## src/rtl/receptor_serie_if.sv

```systemverilog
// Serial receiver link bundle: bit strobe/line/order in, deserialized word and status out.
interface receptor_serie_if #(
  parameter int WIDTH = 4
);
  logic             enb;
  logic             dir;
  logic             s_in;
  logic [WIDTH-1:0] q;
  logic             valid;
  logic             parity_err;
  logic             frame_err;
  logic             busy;

  modport master (
    output enb, dir, s_in,
    input  q, valid, parity_err, frame_err, busy
  );

  modport slave (
    input  enb, dir, s_in,
    output q, valid, parity_err, frame_err, busy
  );
endinterface

```

## src/rtl/receptor_serie.sv

```systemverilog
// Serial-to-parallel frame receiver: start bit, WIDTH data bits in either order,
// optional even parity, stop bit; word presented on q with one-cycle valid pulse.
module receptor_serie #(
  parameter int WIDTH     = 4,
  parameter int PARITY_EN = 1
) (
  input  logic            clk,
  input  logic            rst_n,
  receptor_serie_if.slave bus
);

  localparam int CNT_W = $clog2(WIDTH + 1);

  typedef enum logic [1:0] {
    IDLE,
    DATA,
    PARITY,
    STOP
  } state_t;

  state_t             r_state;
  logic [CNT_W-1:0]   r_cnt;
  logic [WIDTH-1:0]   r_buf;
  logic [WIDTH-1:0]   r_q;
  logic               r_dir;
  logic               r_par;
  logic               r_valid;
  logic               r_parity_err;
  logic               r_frame_err;
  logic               r_busy;

  always_ff @(posedge clk or negedge rst_n) begin
    if (!rst_n) begin
      r_state      <= IDLE;
      r_cnt        <= '0;
      r_buf        <= '0;
      r_q          <= '0;
      r_dir        <= 1'b0;
      r_par        <= 1'b0;
      r_valid      <= 1'b0;
      r_parity_err <= 1'b0;
      r_frame_err  <= 1'b0;
      r_busy       <= 1'b0;
    end else begin
      // Status pulses clear every clock, independent of the bit strobe.
      r_valid      <= 1'b0;
      r_parity_err <= 1'b0;
      r_frame_err  <= 1'b0;
      if (bus.enb) begin
        case (r_state)
          IDLE: begin
            if (!bus.s_in) begin
              r_state <= DATA;
              r_cnt   <= '0;
              r_busy  <= 1'b1;
              r_dir   <= bus.dir;
            end
          end
          DATA: begin
            if (r_dir) r_buf <= {bus.s_in, r_buf[WIDTH-1:1]};
            else       r_buf <= {r_buf[WIDTH-2:0], bus.s_in};
            r_cnt <= r_cnt + 1'b1;
            if (r_cnt == CNT_W'(WIDTH - 1)) begin
              if (PARITY_EN != 0) r_state <= PARITY;
              else                r_state <= STOP;
            end
          end
          PARITY: begin
            r_par   <= bus.s_in;
            r_state <= STOP;
          end
          STOP: begin
            if (bus.s_in) begin
              r_q          <= r_buf;
              r_valid      <= 1'b1;
              r_parity_err <= (PARITY_EN != 0) && ((^r_buf) ^ r_par);
            end else begin
              r_frame_err  <= 1'b1;
            end
            r_state <= IDLE;
            r_busy  <= 1'b0;
          end
          default: begin
            r_state <= IDLE;
            r_busy  <= 1'b0;
          end
        endcase
      end
    end
  end

  assign bus.q          = r_q;
  assign bus.valid      = r_valid;
  assign bus.parity_err = r_parity_err;
  assign bus.frame_err  = r_frame_err;
  assign bus.busy       = r_busy;

endmodule

```

## src/flat_wrapper.sv

```systemverilog
// flat-port wrapper written by rule: the top's interface ports become plain ports
module receptor_serie_flat 
#(
  parameter int WIDTH     = 4,
  parameter int PARITY_EN = 1
)
  (clk, rst_n, bus_enb, bus_dir, bus_s_in, bus_q, bus_valid, bus_parity_err, bus_frame_err, bus_busy);
  receptor_serie_if #(.WIDTH(WIDTH)) bus_i ();
  input  logic clk;
  input  logic rst_n;
  input wire logic [$bits(bus_i.enb)-1:0] bus_enb;
  input wire logic [$bits(bus_i.dir)-1:0] bus_dir;
  input wire logic [$bits(bus_i.s_in)-1:0] bus_s_in;
  output wire logic [$bits(bus_i.q)-1:0] bus_q;
  output wire logic [$bits(bus_i.valid)-1:0] bus_valid;
  output wire logic [$bits(bus_i.parity_err)-1:0] bus_parity_err;
  output wire logic [$bits(bus_i.frame_err)-1:0] bus_frame_err;
  output wire logic [$bits(bus_i.busy)-1:0] bus_busy;
  assign bus_i.enb = bus_enb;
  assign bus_i.dir = bus_dir;
  assign bus_i.s_in = bus_s_in;
  assign bus_q = bus_i.q;
  assign bus_valid = bus_i.valid;
  assign bus_parity_err = bus_i.parity_err;
  assign bus_frame_err = bus_i.frame_err;
  assign bus_busy = bus_i.busy;
  receptor_serie #(.WIDTH(WIDTH), .PARITY_EN(PARITY_EN)) u_core (.clk(clk), .rst_n(rst_n), .bus(bus_i));
endmodule
```

## config.mk

```make
export PLATFORM = sky130hd
export DESIGN_NAME = receptor_serie_flat
export DESIGN_NICKNAME = d
export VERILOG_FILES = /design/src/rtl/receptor_serie_if.sv /design/src/rtl/receptor_serie.sv /design/src/flat_wrapper.sv
export SDC_FILE = /design/constraint.sdc
export NUM_CORES = 1
export LEC_CHECK = 0
export BUFFER_PORTS_ARGS = -buffer_cell sky130_fd_sc_hd__buf_2
export CAP_MARGIN = 20
export CELL_PAD_IN_SITES_DETAIL_PLACEMENT = 1
export CELL_PAD_IN_SITES_GLOBAL_PLACEMENT = 2
export CORE_MARGIN = 2
export CORE_UTILIZATION = 25
export CTS_CLUSTER_SIZE = 8
export DETAILED_ROUTE_END_ITERATION = 6
export GPL_TIMING_DRIVEN = 0
export PLACE_DENSITY = 0.55
export SLEW_MARGIN = 5
export SYNTH_ARGS = -nofsm -noshare
export SYNTH_HDL_FRONTEND = slang
export SYNTH_SLANG_ARGS = --single-unit
```

## constraint.sdc

```tcl
create_clock -name clk -period 1.78 [get_ports clk]
set_input_delay 0.089 -clock clk [delete_from_list [all_inputs] [get_ports clk]]
set_output_delay 0.089 -clock clk [all_outputs]
set_load 0.02 [all_outputs]
```

# Word-level counts from Yosys, hierarchy flattened
# Index checks and enable logic that the tools add are counted.
# W data, S select, Z words.
[classes]
addsub = 1
n_eq_ne = 6
n_mux = 17
n_bitwise = 2
reduce_logical = 11
[op_table]
columns = ["op", "n"]
rows = [
  ["$reduce_and A3 Y1", 5],
  ["$mux W1", 10],
  ["$pmux W2 S4", 1],
  ["$pmux W3 S2", 1],
  ["$eq A2 B2 Y1 const B", 2],
  ["$mux W2", 2],
  ["$mux W4", 1],
  ["$reduce_and A2 Y1", 2],
  ["$reduce_bool A2 Y1", 2],
  ["$reduce_xor A4 Y1", 1],
  ["$add A3 B1 Y3 const B", 1],
  ["$eq A3 B2 Y1 const B", 1],
  ["$mux W3", 1],
  ["$eq A2 B1 Y1 const B", 1],
  ["$logic_not A2 Y1", 1],
  ["$ne A2 B1 Y1 const B", 1],
  ["$ne A2 B2 Y1 const B", 1],
  ["$pmux W1 S2", 1],
  ["$not A1 Y1", 1],
  ["$xor A1 B1 Y1", 1],
]
[totals]
regBits = 19
inputBits = 5
output_inout_bits = 8

# Logic depth before layout (Yosys ltp)
[depth]
depth_word = 5
depth_mapped = 6

# Worst setup path before layout
# Ideal clock, no wire load.
[synth_timing]
path_kind = "flip-flop to flip-flop"
from = "register u_core.r_state[0]"
to = "register u_core.r_state[1]"
setup_time_ns = 0.125
arrival_ns = 1.358
path_slack_ns = 0.297
stages_incl_launch_ff = 6
path_buffers = 0
period_less_slack_ns = 1.483
cell_sequence = "dfrtp_1 > inv_1 > ha_1 > a21bo_1 > a21o_1 > mux2_4"
[synth_between]
elab_chain_len = 3
word_cells_on_any_way = 8
[synth_rtl]
columns = ["element", "line", "text"]
rows = [
  ["start, declared", "receptor_serie.sv:21", "state_t r_state;"],
  ["start signal, assigned", "receptor_serie.sv:34", "r_state <= IDLE;"],
  ["start signal, assigned", "receptor_serie.sv:53", "r_state <= DATA;"],
  ["start signal, assigned", "receptor_serie.sv:64", "if (PARITY_EN != 0) r_state <= PARITY;"],
  ["$eq A2 B1 Y1 / $logic_not A2 Y1 (equally long branches)", "receptor_serie.sv:50", "case (r_state)"],
  ["$ne A2 B1 Y1 (no line) / $ne A2 B2 Y1 (equally long branches)", "n/a", ""],
  ["$reduce_and A3 Y1 (no line)", "n/a", ""],
]
# Several ways; a longest one is shown, not always the timed one.
# A chain may end at the register's enable or synchronous reset.

# Worst setup path in the final report
[layout_timing]
from = "register u_core.r_state[1]"
to = "register u_core.r_state[1]"
# The elaborated chain is that of the path after synthesis.

==> flow_summary.ini <==
[grt]
grt_pass1_wl_um = 3320
antenna_found_initial = 0
grt_pass1_vias = 726
grt_usage_pct = 10.0
grt_start_max_net_pins = 20
grt_overflow = 0

[outcome]
outcome = completed

[clock_tree]
numCtsBuffers = 3
h-tree-depth = 1
root_buffer = clkbuf_8
postCtsSetupRepairBufs = 0
cts_sinks = 19
clk_latency_ns = 0.26
cts.clk_slew.worst_paths_ns = 0.08
clk_path_buf_depth = 2
cts_tree = yes

[drt]
drt-initial-drc-count = 13
ant_nets = 0
wl_um = 2030
vias = 673
post_drt_wl_per_cell_um = 13.5
drtPass1Iterations = 4
via_per_inst = 4.49
drc_errors = 0

[power_and_ir_drop]
ir_worst_vdd_uv = 601
p_leak_nw = 0.563
power.internal_mw = 1.28
comb_power_share_pct = 48.1
swShare_pct = 38.3
netSwitchingPower_mw = 0.799
seq_power_share_pct = 36.9
power.density_nw_per_um2 = 1780
p_clk_share_pct = 15.0

[synthesis]
ys_seq_area_share_pct = 48.0
synth.avg_cell_area_sq_um = 11.7
synthAdderAreaFrac_pct = 7.58
synth_seq_cells = 19
yosys.area_share.xor_xnor_pct = 4.04
ys_warn_count = 0
synth.area.mux_share_pct = 14.5
synth_nets = 96
syn_area_sq_um = 991
synth_top_family_by_area = multiplexers
synth-compound-area-share_pct = 10.6
synthCells = 85
yosysUniqueCellTypes = 27
synthSimpleGateAreaFrac_pct = 10.2

[timing]
fmax_mhz = 592
setup_viol = 0
finalMaxSlewViolations = 0
fin_crit_sh_pct = 94.9
hold_viol = 0
slew_headroom_pct = 69.4
finalSetupTns_ns = 0
clock_skew_ns = 0.00289
rsz0062_at_grt = false
tightest_slew_ns = 0.458
whs_ns = 0.0654
min_period_ns = 1.69

[final_layout]
final_common_cell = dfrtp_1
utilization_pct = 31.2
syn2layout_area_growth_pct = 17.8
n_antenna_cell = 0
finalInstanceArea_sq_um = 1170
nNetsFinal = 114
layout_common_cells = dfrtp_1, buf_2, nor2_1
drive_gt1_share_pct = 27.5

[placed_design]
placed_area_sq_um = 1110
io_buffers = 12
place_congestion = 0.706
post-dp-hpwl_um = 1480

[die]
dieArea_sq_um = 4480
std_cell_rows = 22
start_util_pct = 26.5
core_sq_um = 3740
fp.dieH_um = 67.0
num_io_pins = 13
die_w_um = 67.0

[setup_path]
crit_fanout = 8
reg2reg_slack_ns = 0.09
endpoint_kind = register
cp-start-kind = register
cp_data_arrival_time_ns = 1.84
crit_required_ns = 1.93
crit_type = register to register

[job]
drv_cap = 0

[min_path]
hold_class = input pin to register
[kinds of logic (layout without fill, tap and decap cells)]
logic type	count (synthesis)	after routing
compound gates	14	14
buf+inv	9	26
xor+xnor	3	3
fa+ha+maj	6	6
simple gates	21	21
flops	19	19
mux	13	13
[path summary, 6_finish.rpt]
check / from / endpoint / cells past startpoint
hold reg to reg: u_core.bus.q[2] / u_core.bus.q[2] / 1
min in group asynchronous: rst_n / u_core.r_buf[1] / 2
max in group asynchronous: rst_n / u_core.bus.q[1] / 2
setup reg to reg: u_core.r_state[1] / u_core.r_state[1] / 5
hold / removal: bus_dir / u_core.r_dir / 2
setup / recovery: u_core.r_state[1] / u_core.r_state[1] / 5
[per-stage QoR]
| stage | cells | setup WS, ns | power [mW] |
|---|---|---|---|
| after global routing | 150 | 0.0163 | 2.26 |
| final | 150 | 0.0908 | 2.08 |
| after detailed placement | 145 | 0.107 | 1.80 |
| after global placement | 145 | 0.110 | 1.76 |
| after CTS | 150 | 0.0968 | 2.13 |
| after floorplan | 85 | 0.297 | 1.54 |
[power groups by stage]
stage / registers (mW) / logic (mW) / clock network (mW)
6_report: 0.769 / 1.00 / 0.312
5_1_grt: 0.804 / 1.12 / 0.335
4_1_cts: 0.777 / 1.02 / 0.327
3_5_place_dp: 0.786 / 1.01 / 0
3_3_place_gp: 0.778 / 0.978 / 0
2_1_floorplan: 0.833 / 0.705 / 0
[cell type report]
cell class / instances / area (sq um)
Tap cell: 48 / 60.1
Fill cell: 441 / 2580
Clock buffer: 3 / 41.3
Clock inverter: 1 / 5.00
Multi-Input combinational cell: 57 / 465
Buffer: 4 / 31.3
Inverter: 5 / 18.8
Timing Repair Buffer: 13 / 70.1
Sequential cell: 19 / 475
[synth_stat cells]
cell type	instances	area [sq um]
a21oi_1	5	25.0
a22o_1	2	17.5
buf_6	2	22.5
dfrtp_1	19	475
a221oi_2	1	15.0
xnor3_1	1	22.5
xnor2_1	2	17.5
a32oi_1	1	8.76
nor2b_1	5	31.3
a31oi_1	1	6.26
mux2i_1	5	50.1
inv_1	5	18.8
a21o_1	1	7.51
a21bo_1	1	10.0
nand3b_1	1	7.51
mux2_4	1	15.0
nand3_1	1	5.00
buf_2	1	5.00
nor2_1	9	33.8
buf_1	1	3.75
and2_1	1	6.26
mux2_2	7	78.8
ha_1	6	75.1
o21ai_0	1	5.00
nand2b_1	1	6.26
a221o_1	1	10.0
nand2_1	3	11.3
[metal layers]
metal | up-vias | share of wire (%) | routed length, um | GRT usage (%)
li1 | 324 | - | - | -
met1 | 336 | 48 | 965 | 12.1
met2 | 11 | 48 | 968 | 17.1
met3 | 2 | 4.3 | 87 | 3.04
met4 | 0 | 0.39 | 8 | 3.06
met5 | - | 0 | 0 | 0
[worst max-delay path: stages, from the launching register on]
cell and delay (ns):
dfrtp_1 0.43, inv_1 0.10, ha_1 0.37, a21bo_1 0.22, a21o_1 0.16, mux2_4 0.30
[what timing repair did]
action,CTS,global route
hold buffers,1,0
hold endpoints to repair,19,0
gates resized for setup,0,0
[flip-flops by register name (all words and copies together) (netlist names)]
signal,count
u_core.r_dir,1
u_core.bus.parity_err,1
u_core.bus.busy,1
u_core.r_cnt,3
u_core.bus.frame_err,1
u_core.bus.q,4
u_core.r_state,2
u_core.r_buf,4
u_core.bus.valid,1
u_core.r_par,1
Power figures use the tool's default switching activity.
